File: src/rtl/cfg_commit_scheduler_if.sv
// Write-request and commit buses of the config commit scheduler.
//
// Handshake: wr_valid is a single-cycle request carrying wr_addr/wr_data. It is
// taken when wr_ready is high at the same rising edge. The producer cannot
// stall, so a request seen while wr_ready is low is dropped, not held.
// cfg_we is a one-cycle write strobe with cfg_addr/cfg_data; the register file
// has no back-pressure.
interface cfg_commit_scheduler_if #(
    parameter int ADDR_W = 3,
    parameter int DATA_W = 6
);
    logic              wr_valid;
    logic [ADDR_W-1:0] wr_addr;
    logic [DATA_W-1:0] wr_data;
    logic              wr_ready;
    logic              cfg_we;
    logic [ADDR_W-1:0] cfg_addr;
    logic [DATA_W-1:0] cfg_data;

    modport master (
        output wr_valid, wr_addr, wr_data,
        input  wr_ready, cfg_we, cfg_addr, cfg_data
    );

    modport slave (
        input  wr_valid, wr_addr, wr_data,
        output wr_ready, cfg_we, cfg_addr, cfg_data
    );
endinterface

File: src/rtl/cfg_commit_scheduler.sv
// Buffers config register writes in a small FIFO and commits them to the
// register file only during vertical blanking (or at once when IMMEDIATE=1),
// so a frame never renders with half-applied settings.
module cfg_commit_scheduler #(
    parameter int DEPTH     = 4,
    parameter int ADDR_W    = 3,
    parameter int DATA_W    = 6,
    parameter int IMMEDIATE = 0
) (
    input  logic                         clk,
    input  logic                         reset,
    cfg_commit_scheduler_if.slave        bus,
    input  logic                         blank_start,
    input  logic                         blank_active,
    input  logic                         overflow_clr,
    output logic [$clog2(DEPTH+1)-1:0]   pending,
    output logic                         overflow,
    output logic                         busy,
    output logic [1:0]                   state_dbg_o
);
    localparam int PW = $clog2(DEPTH);
    localparam int CW = $clog2(DEPTH + 1);

    localparam logic [1:0] S_IDLE  = 2'd0;
    localparam logic [1:0] S_ARMED = 2'd1;
    localparam logic [1:0] S_DRAIN = 2'd2;

    logic [ADDR_W+DATA_W-1:0] mem_q [DEPTH];
    logic [PW-1:0]            wr_ptr_q;
    logic [PW-1:0]            rd_ptr_q;
    logic [CW-1:0]            count_q;
    logic [CW-1:0]            count_d;
    logic [1:0]               state_q;
    logic [1:0]               state_d;
    logic                     ovf_q;
    logic                     ovf_d;
    logic                     we_q;
    logic [ADDR_W-1:0]        addr_q;
    logic [DATA_W-1:0]        data_q;

    logic full;
    logic push;
    logic drop;
    logic drain_en;
    logic pop;

    // Readiness comes from registered occupancy only, so a pop in the same
    // cycle never rescues a write that arrives while full.
    assign full     = (count_q == CW'(DEPTH));
    assign push     = bus.wr_valid && !full;
    assign drop     = bus.wr_valid && full;
    assign drain_en = (IMMEDIATE != 0) || blank_active;
    assign pop      = (state_q == S_DRAIN) && (count_q != '0) && drain_en;

    // Occupancy after this cycle's push/pop.
    always_comb begin
        count_d = count_q + CW'(push) - CW'(pop);
    end

    // Sticky overflow; a drop in the same cycle as a clear keeps the flag set.
    always_comb begin
        ovf_d = ovf_q;
        if (drop) begin
            ovf_d = 1'b1;
        end else if (overflow_clr) begin
            ovf_d = 1'b0;
        end
    end

    // Commit FSM: wait for entries, wait for blanking, drain while the window lasts.
    always_comb begin
        state_d = state_q;
        case (state_q)
            S_IDLE: begin
                if (push) begin
                    state_d = S_ARMED;
                end
            end
            S_ARMED: begin
                if ((IMMEDIATE != 0) || blank_start) begin
                    state_d = S_DRAIN;
                end
            end
            S_DRAIN: begin
                if (count_d == '0) begin
                    state_d = S_IDLE;
                end else if (!drain_en) begin
                    state_d = S_ARMED;
                end
            end
            default: state_d = S_IDLE;
        endcase
    end

    // FIFO storage; pointers alone define validity, so no reset is needed here.
    always_ff @(posedge clk) begin
        if (push) begin
            mem_q[wr_ptr_q] <= {bus.wr_addr, bus.wr_data};
        end
    end

    // Control state, pointers, flag and the registered commit port.
    always_ff @(posedge clk) begin
        if (reset) begin
            state_q  <= S_IDLE;
            wr_ptr_q <= '0;
            rd_ptr_q <= '0;
            count_q  <= '0;
            ovf_q    <= 1'b0;
            we_q     <= 1'b0;
            addr_q   <= '0;
            data_q   <= '0;
        end else begin
            state_q <= state_d;
            count_q <= count_d;
            ovf_q   <= ovf_d;
            we_q    <= pop;
            if (push) begin
                wr_ptr_q <= wr_ptr_q + PW'(1);
            end
            if (pop) begin
                rd_ptr_q         <= rd_ptr_q + PW'(1);
                {addr_q, data_q} <= mem_q[rd_ptr_q];
            end
        end
    end

    assign bus.wr_ready = !full;
    assign bus.cfg_we   = we_q;
    assign bus.cfg_addr = addr_q;
    assign bus.cfg_data = data_q;
    assign pending      = count_q;
    assign overflow     = ovf_q;
    assign busy         = (state_q != S_IDLE);
    assign state_dbg_o  = state_q;
endmodule

File: src/flat_wrapper.sv
// flat-port wrapper written by rule: the top's interface ports become plain ports
module cfg_commit_scheduler_flat 
#(
    parameter int DEPTH     = 4,
    parameter int ADDR_W    = 3,
    parameter int DATA_W    = 6,
    parameter int IMMEDIATE = 0
)
  (clk, reset, blank_start, blank_active, overflow_clr, pending, overflow, busy, state_dbg_o, bus_wr_valid, bus_wr_addr, bus_wr_data, bus_wr_ready, bus_cfg_we, bus_cfg_addr, bus_cfg_data);
  cfg_commit_scheduler_if #(.ADDR_W(ADDR_W), .DATA_W(DATA_W)) bus_i ();
  input  logic clk;
  input  logic reset;
  input  logic blank_start;
  input  logic blank_active;
  input  logic overflow_clr;
  output logic [$clog2(DEPTH+1)-1:0] pending;
  output logic overflow;
  output logic busy;
  output logic [1:0] state_dbg_o;
  input wire logic [$bits(bus_i.wr_valid)-1:0] bus_wr_valid;
  input wire logic [$bits(bus_i.wr_addr)-1:0] bus_wr_addr;
  input wire logic [$bits(bus_i.wr_data)-1:0] bus_wr_data;
  output wire logic [$bits(bus_i.wr_ready)-1:0] bus_wr_ready;
  output wire logic [$bits(bus_i.cfg_we)-1:0] bus_cfg_we;
  output wire logic [$bits(bus_i.cfg_addr)-1:0] bus_cfg_addr;
  output wire logic [$bits(bus_i.cfg_data)-1:0] bus_cfg_data;
  assign bus_i.wr_valid = bus_wr_valid;
  assign bus_i.wr_addr = bus_wr_addr;
  assign bus_i.wr_data = bus_wr_data;
  assign bus_wr_ready = bus_i.wr_ready;
  assign bus_cfg_we = bus_i.cfg_we;
  assign bus_cfg_addr = bus_i.cfg_addr;
  assign bus_cfg_data = bus_i.cfg_data;
  cfg_commit_scheduler #(.DEPTH(DEPTH), .ADDR_W(ADDR_W), .DATA_W(DATA_W), .IMMEDIATE(IMMEDIATE)) u_core (.clk(clk), .reset(reset), .bus(bus_i), .blank_start(blank_start), .blank_active(blank_active), .overflow_clr(overflow_clr), .pending(pending), .overflow(overflow), .busy(busy), .state_dbg_o(state_dbg_o));
endmodule
File: config.mk
export PLATFORM = sky130hd
export DESIGN_NAME = cfg_commit_scheduler_flat
export DESIGN_NICKNAME = d
export VERILOG_FILES = /design/src/rtl/cfg_commit_scheduler_if.sv /design/src/rtl/cfg_commit_scheduler.sv /design/src/flat_wrapper.sv
export SDC_FILE = /design/constraint.sdc
export NUM_CORES = 1
export LEC_CHECK = 0
export ABC_CLOCK_PERIOD_IN_PS = 2000
export CAP_MARGIN = 25
export CORE_MARGIN = 2
export CORE_UTILIZATION = 48
export DETAILED_ROUTE_END_ITERATION = 7
export GPL_TIMING_DRIVEN = 0
export PLACE_DENSITY = 0.75
export SYNTH_ARGS = -nofsm -noshare
export SYNTH_HDL_FRONTEND = slang
export SYNTH_SLANG_ARGS = --single-unit
File: constraint.sdc
create_clock -name clk -period 2 [get_ports clk]
set_input_delay 0.4 -clock clk [delete_from_list [all_inputs] [get_ports clk]]
set_output_delay 0.4 -clock clk [all_outputs]
set_load 0.02 [all_outputs]
==> metrics.md, run 1 <==
| Metric | Value |
|---|---|
| Clock share of power | `0.291` |
| Setup WS post-layout | `-0.164 ns` |
| CTS tree | `yes` |
| Vias in the first global route | `1419` |
| Post-CTS Hold Buffers | `0` |
| Total power draw | `3.00 mW` |
| Ports | `33` |
| WP data required | `2.20 ns` |
| Fillers | `327` |
| Die area | `5280 sq um` |
| Global Route met3 Usage | `0.0470` |
| Clock Tree Buf Depth | `2` |
| Status | `complete, but fails checks` |
| # DRC | `0` |
| Routed vias | `1419` |
| Power Density | `1040 nW/um^2` |
| Detailed Route WL | `4.31 mm` |
| Kind of critical path | `flip-flop to flip-flop` |
| CTS Root Cell | `clkbuf_8` |
| Most instantiated cells after synthesis | `edfxtp_1, dfxtp_1, a21oi_1` |
| Placer Congestion | `0.780` |
| Global-route wire length before repair | `6.69 mm` |
| Synth top area share | `0.478` |
| PortBufs | `32` |
| Initial antenna violation count | `0` |
| Synth warn | `0` |
| M1 GR Usage | `0.202` |
| EDFF count, synth | `36` |
| CP dominant cell by count | `ha_1` |
| Count of pins over their slew limit | `0` |
| Async set-reset flop share out of synthesis | `0` |
| Reg-to-reg slack, setup | `-0.16 ns` |
| Register area share after synthesis | `0.655` |
| Layout cell share with drive strength beyond 1 | `0.212` |
| P_int | `2.19 mW` |
| CP Max Fanout | `2` |
| Die extent in x | `72.7 microns` |
| Largest cells by area after synthesis | `edfxtp_1, dfxtp_1, mux4_2` |
| Grt ovf | `0` |
| Cts bufs inserted | `5` |
| Area added between synthesis and finish | `27.0%` |
| Drt initial violations | `112` |
| Setup TNS | `-0.326 ns` |
| Post-Layout Inst Area | `2870 sq um` |
| Crit path DAT | `2.36 ns` |
| Clk Latency, worst-skew pair | `0.32 ns` |
| Core Rows | `24` |
| Peak supply drop | `0.000554 V` |
| Max-Cap Viols | `0` |
| Post-DP HPWL | `3.00 mm` |
| Static leakage | `0.993 nW` |
| Sink Count | `56` |
| Net load switching power | `808 uW` |
| Combinational fraction of design power | `0.237` |
| Peak Freq | `0.462 GHz` |
| Syn Std Cell Area | `2260 sq um` |
| Mapped Cells | `156` |
| Worst Setup End Kind | `flip-flop` |
| Post-synthesis area per instance | `14.5 sq um` |
| Met2 usage | `0.310` |
| Clock Skews | `0.0117 ns` |
| Routed Antenna Nets | `0` |
| Die Height | `72.7 microns` |
| Fin nets | `224` |
| Drt wl/cell | `16.9 microns` |
| Post-place instance area | `2680 sq um` |
| RSZ-0062 raised after global routing | `true` |
| Final min period | `2.16 ns` |
| FF+latch count, synth | `56` |
| Failing checks | `setup timing` |
| DR vias/cell | `5.56` |
| CP Cell Sequence | `nor3_4, nor2_2, ha_1, inv_1, ha_1, inv_2, fa_2, xor3_1, nor3b_2, o32ai_1` |
| Ant diodes | `0` |
| CP peak stage delay | `0.36 ns` |
| Largest net degree at the start of global routing | `19` |
| Netlist cell types | `30` |
| Syn Nets | `178` |
| CTS H-tree lvls | `2` |
| Switching share of total power | `0.270` |
| Worst Hold Class | `flip-flop to flip-flop` |
| Most used flip-flop cell after synthesis | `edfxtp_1` |
| Crit path launch type | `flip-flop` |
| Drt pass-1 iters | `4` |
| Top-count cell post-synth | `edfxtp_1` |
| Crit share post-route | `1.08` |
| Largest area contributor in the netlist | `edfxtp_1` |
| Worst slew margin | `0.656` |
| Finish-stage setup viols | `2` |
| Clock transition at path regs | `0.10 ns` |
| Total track usage | `0.175` |
| GRT busiest layer | `met2` |
| Slowest cell on the critical path | `dfxtp_4` |
| Register share of total power | `0.472` |
| Core area | `4440 sq um` |
| Worst-Margin Slew | `0.516 ns` |
| Final Hold Viols | `0` |
| Initial core utilization | `0.509` |
==> per-stage QoR <==
step / util / instances / worst slack (ns) / hold WS (ns)
global route: 0.647 / 255 / -0.329 / 0.511
finish: 0.647 / 255 / -0.164 / 0.493
detailed placement: 0.603 / 240 / -0.823 / 0.480
CTS: 0.644 / 253 / -0.181 / 0.494
global placement: 0.603 / 240 / -0.716 / 0.462
floorplan: - / 156 / -0.0767 / 0.484
==> path summary, 6_finish.rpt <==
check | startpoint | end | cells past startpoint
setup reg to reg | u_core.pending[0] | u_core.state_dbg_o[1] | 10
setup / recovery | u_core.pending[0] | u_core.state_dbg_o[1] | 10
hold reg to reg | u_core.bus.cfg_data[3] | u_core.bus.cfg_data[3] | 2
hold / removal | u_core.bus.cfg_data[3] | u_core.bus.cfg_data[3] | 2
==> placed cells by master, fill, tap and decap left out, types with 2 or more instances in the layout <==
cell type        Yosys  layout
edfxtp_1            36      36
clkdlybuf4s50_1      0      30
dfxtp_1             20      15
a21oi_1             13      13
o21ai_0             12      12
nand3_1             11      11
mux4_2               9       9
inv_1                8       7
buf_4                0       7
ha_1                 6       6
clkbuf_8             0       5
nor2_1               5       4
and3_1               4       4
buf_2                4       4
nand2b_1             4       4
or3_1                3       3
nor2b_1              3       3
dfxtp_4              0       3
clkbuf_1             2       2
bufinv_16            0       2
dfxtp_2              0       2
==> repair_timing <==
| item | CTS | global route |
|---|---|---|
| buffers inserted | 5 | 2 |
| setup endpoints to repair | 5 | 4 |
| pin swaps | 4 | 1 |
| gates resized for setup | 6 | 2 |
==> critical path: cells and delay by family (launching register included) <==
family	cells	cell delay (ns)
fa+ha+maj	3	0.75
simple gates	3	0.50
flops	1	0.36
xor+xnor	1	0.22
compound gates	1	0.11
buf+inv	2	0.09
==> metal layers <==
layer / vias up / share of wire
met1: 701 / 0.41
met5: - / 0
met2: 34 / 0.54
li1: 678 / -
met4: 0 / 0.014
met3: 6 / 0.037
==> power by group through the flow <==
stage	Clock, mW	Combinational (mW)	Sequential, mW
floorplan	0	0.380	1.47
global placement	0	0.618	1.43
detailed placement	0	0.647	1.44
CTS	0.880	0.701	1.42
global route	0.924	0.769	1.43
finish	0.872	0.710	1.42
==> cells by family after synthesis <==
group | count (synthesis) | share of synthesized area
simple gates | 37 | 0.0945
flops | 56 | 0.655
xor+xnor | 1 | 0.0105
buf+inv | 16 | 0.0321
mux | 9 | 0.0896
compound gates | 30 | 0.0768
fa+ha+maj | 7 | 0.0420
==> final cells by class <==
type | instances | area, sq um | area share
flip-flops and latches | 56 | 1500 | 0.520
repair buffers | 39 | 367 | 0.128
inverters | 8 | 30.0 | 0.0104
clock buffers | 5 | 68.8 | 0.0239
plain buffers | 8 | 42.5 | 0.0148
well taps | 52 | 65.1 | 0.0226
clock inverters | 3 | 68.8 | 0.0239
multi-input cells | 84 | 737 | 0.256
==> state kept, by name, summed over array words and instances (netlist names) <==
| signal | count |
|---|---|
| u_core.pending | 3 |
| u_core.rd_ptr_q | 2 |
| u_core.state_dbg_o | 2 |
| u_core.bus.cfg_data | 6 |
| u_core.bus.cfg_addr | 3 |
| u_core.wr_ptr_q | 2 |
| u_core.bus.cfg_we | 1 |
| u_core.overflow | 1 |
| u_core.mem_q | 36 |
(Power assumes the default switching activity.)
==> run 2: changes to the inputs <==
--- a/config.mk
+++ b/config.mk
@@ -7,8 +7,8 @@
 export LEC_CHECK = 0
 export ABC_CLOCK_PERIOD_IN_PS = 2000
 export CAP_MARGIN = 25
-export CORE_MARGIN = 2
 export CORE_UTILIZATION = 48
+export CTS_CLUSTER_DIAMETER = 50
 export DETAILED_ROUTE_END_ITERATION = 7
 export GPL_TIMING_DRIVEN = 0
 export PLACE_DENSITY = 0.75
==> metrics.md, run 2 (synthesis gave the netlist of run 1 again) <==
| Metric | Value |
|---|---|
| Grt ovf | `0` |
| CTS H-tree lvls | `2` |
| Setup TNS | `-0.465 ns` |
| Crit path DAT | `2.40 ns` |
| # DRC | `6` |
| CTS tree | `yes` |
| FF-to-FF path depth | `10` |
| Hold path endpoint | `u_core.bus.cfg_data[0]` |
| Drt wl/cell | `17.1 microns` |
| Worst Hold Class | `flip-flop to flip-flop` |
| CTS Root Cell | `clkbuf_8` |
| Worst slew margin | `0.638` |
| Reg2Reg Capture Point | `u_core.state_dbg_o[0]` |
| Post-CTS Hold Buffers | `0` |
| Switching share of total power | `0.290` |
| Status | `complete, but fails checks` |
| Initial antenna violation count | `0` |
| Peak Freq | `0.450 GHz` |
| Die extent in x | `70.7 microns` |
| Core Rows | `24` |
| Routed Antenna Nets | `0` |
| CP Max Fanout | `4` |
| Clk Latency, worst-skew pair | `0.31 ns` |
| Number of flip-flops under the largest register name | `36` |
| Finish-stage setup viols | `3` |
| Dpl cells | `240` |
| WP data required | `2.18 ns` |
| Final Hold Viols | `0` |
| Post-DP HPWL | `2.91 mm` |
| Crit path launch type | `flip-flop` |
| Kind of critical path | `flip-flop to flip-flop` |
| Reg-to-reg slack, setup | `-0.22 ns` |
| Worst Setup End Kind | `flip-flop` |
| P_int | `1.99 mW` |
| Core area | `4440 sq um` |
| Largest net degree at the start of global routing | `18` |
| Peak supply drop | `0.000707 V` |
| Worst-Margin Slew | `0.544 ns` |
| Clock transition at path regs | `0.11 ns` |
| Static leakage | `0.998 nW` |
| Post-place instance area | `2680 sq um` |
| Commonest non-fill, non-tap cell in the layout | `edfxtp_1` |
| Fin nets | `227` |
| Setup WS post-layout | `-0.223 ns` |
| Layout cell share with drive strength beyond 1 | `0.214` |
| Final min period | `2.22 ns` |
| Worst hold path startpoint | `u_core.bus.cfg_data[0]` |
| Count of pins over their slew limit | `0` |
| Total track usage | `0.193` |
| Power Density | `979 nW/um^2` |
| Placer Congestion | `0.774` |
| PortBufs | `32` |
| Non-Filler Instances | `258` |
| Ports | `33` |
| Sink Count | `56` |
| R2r startpoint | `u_core.state_dbg_o[0]` |
| Combinational fraction of design power | `0.263` |
| Max-Cap Viols | `0` |
| Net load switching power | `815 uW` |
| Crit share post-route | `1.11` |
| RSZ-0062 raised after global routing | `true` |
| Vias in the first global route | `1469` |
| Drt initial violations | `96` |
| Clock share of power | `0.231` |
| Failing checks | `DRC, setup timing` |
| DP Worst Slack | `-0.770 ns` |
| Die area | `4990 sq um` |
| Reg with most FFs | `u_core.mem_q` |
| Drt pass-1 iters | `6` |
| Clock Tree Buf Depth | `2` |
| Min-Delay Path Depth | `2` |
| Area added between synthesis and finish | `26.5%` |
| Routed vias | `1441` |
| DR vias/cell | `5.59` |
| Cts bufs inserted | `5` |
| Clock Skews | `0.0132 ns` |
| Ant diodes | `0` |
| Post-Layout Inst Area | `2860 sq um` |
| Initial core utilization | `0.509` |
| Detailed Route WL | `4.40 mm` |
| Register share of total power | `0.506` |
| Most frequent cells in the layout | `edfxtp_1, clkdlybuf4s50_1, dfxtp_1` |
| Die Height | `70.7 microns` |
| Global-route wire length before repair | `7.18 mm` |
## run 2: worst max-delay path: stages, from the launching register on
cell and delay [ns]:
dfxtp_4 0.36, nand3b_1 0.21, nor2_2 0.15, ha_1 0.25, inv_1 0.06, ha_1 0.13
inv_1 0.05, fa_2 0.34, xor3_1 0.22, nor3b_2 0.23, o22ai_1 0.11
## run 2: how the worst max path moves through the flow
stage	startpoint	end	slack, ns	depth (start not counted)
final	u_core.state_dbg_o[0]	u_core.state_dbg_o[0]	-0.22	10
after global routing	u_core.state_dbg_o[0]	u_core.state_dbg_o[0]	-0.29	10
after CTS	u_core.pending[0]	u_core.state_dbg_o[1]	-0.17	10
after detailed placement	blank_active	u_core.state_dbg_o[1]	-0.77	11
after global placement	blank_active	u_core.state_dbg_o[0]	-0.71	11
after floorplan	u_core.pending[1]	u_core.state_dbg_o[1]	-0.08	10
## run 2: per-layer routing
layer,vias up,global-route usage,routed length [microns]
met5,-,0,0
met4,0,0.0644,68
met3,8,0.0513,156
met2,46,0.337,2330
met1,701,0.234,1850
li1,686,-,-
## run 2: through the flow
step	util	hold slack, ns	power, mW
floorplan	-	0.484	1.85
global placement	0.603	0.461	2.05
detailed placement	0.603	0.476	2.09
CTS	0.633	0.491	2.76
global route	0.644	0.503	2.92
finish	0.644	0.485	2.80
## run 2: power groups by stage
| stage | clock network, mW | registers [mW] | logic [mW] |
|---|---|---|---|
| 3_5_place_dp | 0 | 1.44 | 0.642 |
| 6_report | 0.649 | 1.42 | 0.737 |
| 5_1_grt | 0.693 | 1.43 | 0.795 |
| 2_1_floorplan | 0 | 1.47 | 0.380 |
| 4_1_cts | 0.653 | 1.42 | 0.681 |
| 3_3_place_gp | 0 | 1.43 | 0.619 |
## run 2: area by class of cell
class	instances	area (sq um)
Multi-Input combinational cell	84	737
Tap cell	52	65.1
Sequential cell	56	1500
Inverter	8	30.0
Clock inverter	2	15.0
Fill cell	314	1580
Clock buffer	6	82.6
Buffer	8	42.5
Timing Repair Buffer	42	397
## run 2: what timing repair did
action	CTS	global route
pin swaps	4	0
setup buffers	4	6
setup endpoints to repair	5	4
resized for setup	5	2
==> run 3: changes to the inputs <==
==> constraint.sdc (replaced) <==
create_clock -name clk -period 2 [get_ports clk]
set_input_delay 0.3 -clock clk [delete_from_list [all_inputs] [get_ports clk]]
set_output_delay 0.3 -clock clk [all_outputs]
set_load 0.02 [all_outputs]
==> metrics.md, run 3 (synthesis gave the netlist of run 1 again) <==
| Metric | Value |
|---|---|
| Status | `complete, but fails checks` |
| Failing checks | `DRC, setup timing` |
| Drt wl/cell | `17.1 microns` |
| PortBufs | `32` |
| Worst-Margin Slew | `0.540 ns` |
| Worst Setup End Kind | `flip-flop` |
| Core area | `4440 sq um` |
| CTS tree | `yes` |
| Drt pass-1 iters | `6` |
| Min-Delay Path Depth | `3` |
| Vias in the first global route | `1467` |
| RSZ-0062 raised after global routing | `true` |
| Commonest non-fill, non-tap cell in the layout | `edfxtp_1` |
| Peak supply drop | `0.000707 V` |
| Die area | `4990 sq um` |
| Ports | `33` |
| Routed Antenna Nets | `0` |
| Sink Count | `56` |
| Largest net degree at the start of global routing | `18` |
| Hold path endpoint | `u_core.state_dbg_o[1]` |
| Initial core utilization | `0.509` |
| Initial antenna violation count | `0` |
| Grt ovf | `0` |
| DP Worst Slack | `-0.670 ns` |
| Cell family with most CP delay | `adder cells` |
| Switching share of total power | `0.288` |
| FF-to-FF path depth | `10` |
| Clock Tree Buf Depth | `2` |
| Core Rows | `24` |
| Finish-stage setup viols | `3` |
| Post-DP HPWL | `2.91 mm` |
| Crit share post-route | `1.11` |
| Slowest cell on the critical path | `dfxtp_4` |
| Register share of total power | `0.509` |
| Static leakage | `0.980 nW` |
| Final Hold Viols | `0` |
| Crit path from | `u_core.state_dbg_o[0]` |
| R2r startpoint | `u_core.state_dbg_o[0]` |
| CP Max Fanout | `4` |
| Worst path buffer plus inverter count | `2` |
| Peak Freq | `0.452 GHz` |
| Global-route wire length before repair | `7.18 mm` |
| Die extent in x | `70.7 microns` |
| Power Density | `976 nW/um^2` |
| Combinational fraction of design power | `0.263` |
| DR vias/cell | `5.54` |
| Placer Congestion | `0.774` |
| Detailed Route WL | `4.40 mm` |
| Count of pins over their slew limit | `0` |
| Kind of critical path | `flip-flop to flip-flop` |
| Clock share of power | `0.228` |
| Final min period | `2.21 ns` |
| # DRC | `6` |
| Reg with most FFs | `u_core.mem_q` |
| Reg-to-reg slack, setup | `-0.21 ns` |
| Crit path DAT | `2.41 ns` |
| Reg2Reg Capture Point | `u_core.state_dbg_o[1]` |
| Max-Cap Viols | `0` |
| Setup WS post-layout | `-0.211 ns` |
| CP peak stage delay | `0.36 ns` |
| WP data required | `2.19 ns` |
| Post-place instance area | `2680 sq um` |
| Number of flip-flops under the largest register name | `36` |
| Ant diodes | `0` |
| Crit path launch type | `flip-flop` |
| CTS Root Cell | `clkbuf_8` |
| Post-Layout Inst Area | `2860 sq um` |
| Net load switching power | `802 uW` |
| P_int | `1.99 mW` |
| Area added between synthesis and finish | `26.2%` |
| Layout cell share with drive strength beyond 1 | `0.210` |
| Clk Latency, worst-skew pair | `0.30 ns` |
| Fin nets | `226` |
| Routed vias | `1424` |
| Die Height | `70.7 microns` |
| Cts bufs inserted | `5` |
| Clock transition at path regs | `0.10 ns` |
| Most frequent cells in the layout | `edfxtp_1, clkdlybuf4s50_1, dfxtp_1` |
| CP Cell Sequence | `nand3b_1, nor2_2, ha_1, inv_1, ha_1, inv_1, fa_2, xor3_1, nor3b_2, o32ai_1` |
| Fillers | `318` |
| Clock Skews | `0.00767 ns` |
| Total track usage | `0.193` |
| Final core occ | `0.643` |
| Drt initial violations | `73` |
| Worst slew margin | `0.640` |
| Worst hold path startpoint | `blank_active` |
| Worst Hold Class | `primary input to flip-flop` |
| CTS H-tree lvls | `2` |
run 3: changes by cell type in the layout (fill, tap and decap cells not counted):
cell | before | now
buf_4 | 10 | 9
clkdlybuf4s15_1 | 1 | 0
clkdlybuf4s50_1 | 29 | 30
run 3: stage by stage:
step	power (mW)	hold WS [ns]	setup TNS (ns)	cells
floorplan	1.85	0.399	-0.149	156
global placement	2.05	0.461	-1.98	240
detailed placement	2.09	0.476	-2.17	240
CTS	2.75	0.451	-0.465	252
global route	2.91	0.448	-0.697	257
finish	2.79	0.458	-0.454	257
run 3: worst min-delay path: cells and delay by family:
family                 cells  cell delay, ns
buffers and inverters      1            0.26
AO/OA/AOI/OAI              1            0.09
AND/OR/NAND/NOR            1            0.07
run 3: worst max path at each step:
stage	depth (start not counted)	slack (ns)	endpoint
after CTS	10	-0.16	u_core.state_dbg_o[1]
after global placement	11	-0.61	u_core.state_dbg_o[0]
after floorplan	10	-0.08	u_core.state_dbg_o[1]
final	10	-0.21	u_core.state_dbg_o[1]
after global routing	10	-0.30	u_core.state_dbg_o[0]
after detailed placement	11	-0.67	u_core.state_dbg_o[1]
run 3: power by group through the flow:
| stage | registers (mW) | logic, mW | clock network, mW |
|---|---|---|---|
| 6_report | 1.42 | 0.732 | 0.637 |
| 5_1_grt | 1.43 | 0.789 | 0.693 |
| 4_1_cts | 1.42 | 0.680 | 0.653 |
| 3_5_place_dp | 1.44 | 0.642 | 0 |
| 3_3_place_gp | 1.43 | 0.619 | 0 |
| 2_1_floorplan | 1.47 | 0.380 | 0 |
run 3: area by class of cell:
cell class / instances / area, sq um / share of cell area
inverter: 8 / 30.0 / 0.0105
clock inverter: 2 / 15.0 / 0.00526
buffer: 8 / 42.5 / 0.0149
sequential: 56 / 1500 / 0.523
tap: 52 / 65.1 / 0.0228
clock buffer: 6 / 82.6 / 0.0289
multi-input combinational: 84 / 737 / 0.258
timing repair buffer: 41 / 389 / 0.136
run 3: timing repair:
action,4_1_cts,5_1_grt
buffers inserted,4,5
hold buffers,0,0
resized for setup,3,2
setup endpoints to repair,5,4
pin swaps,4,0
run 3: per-layer routing:
| layer | GRT usage | share of wire | vias to the layer above | wire length [microns] |
|---|---|---|---|---|
| li1 | - | - | 683 | - |
| met1 | 0.235 | 0.40 | 690 | 1770 |
| met2 | 0.335 | 0.54 | 45 | 2370 |
| met3 | 0.0513 | 0.048 | 6 | 210 |
| met4 | 0.0644 | 0.012 | 0 | 51 |
| met5 | 0 | 0 | - | 0 |
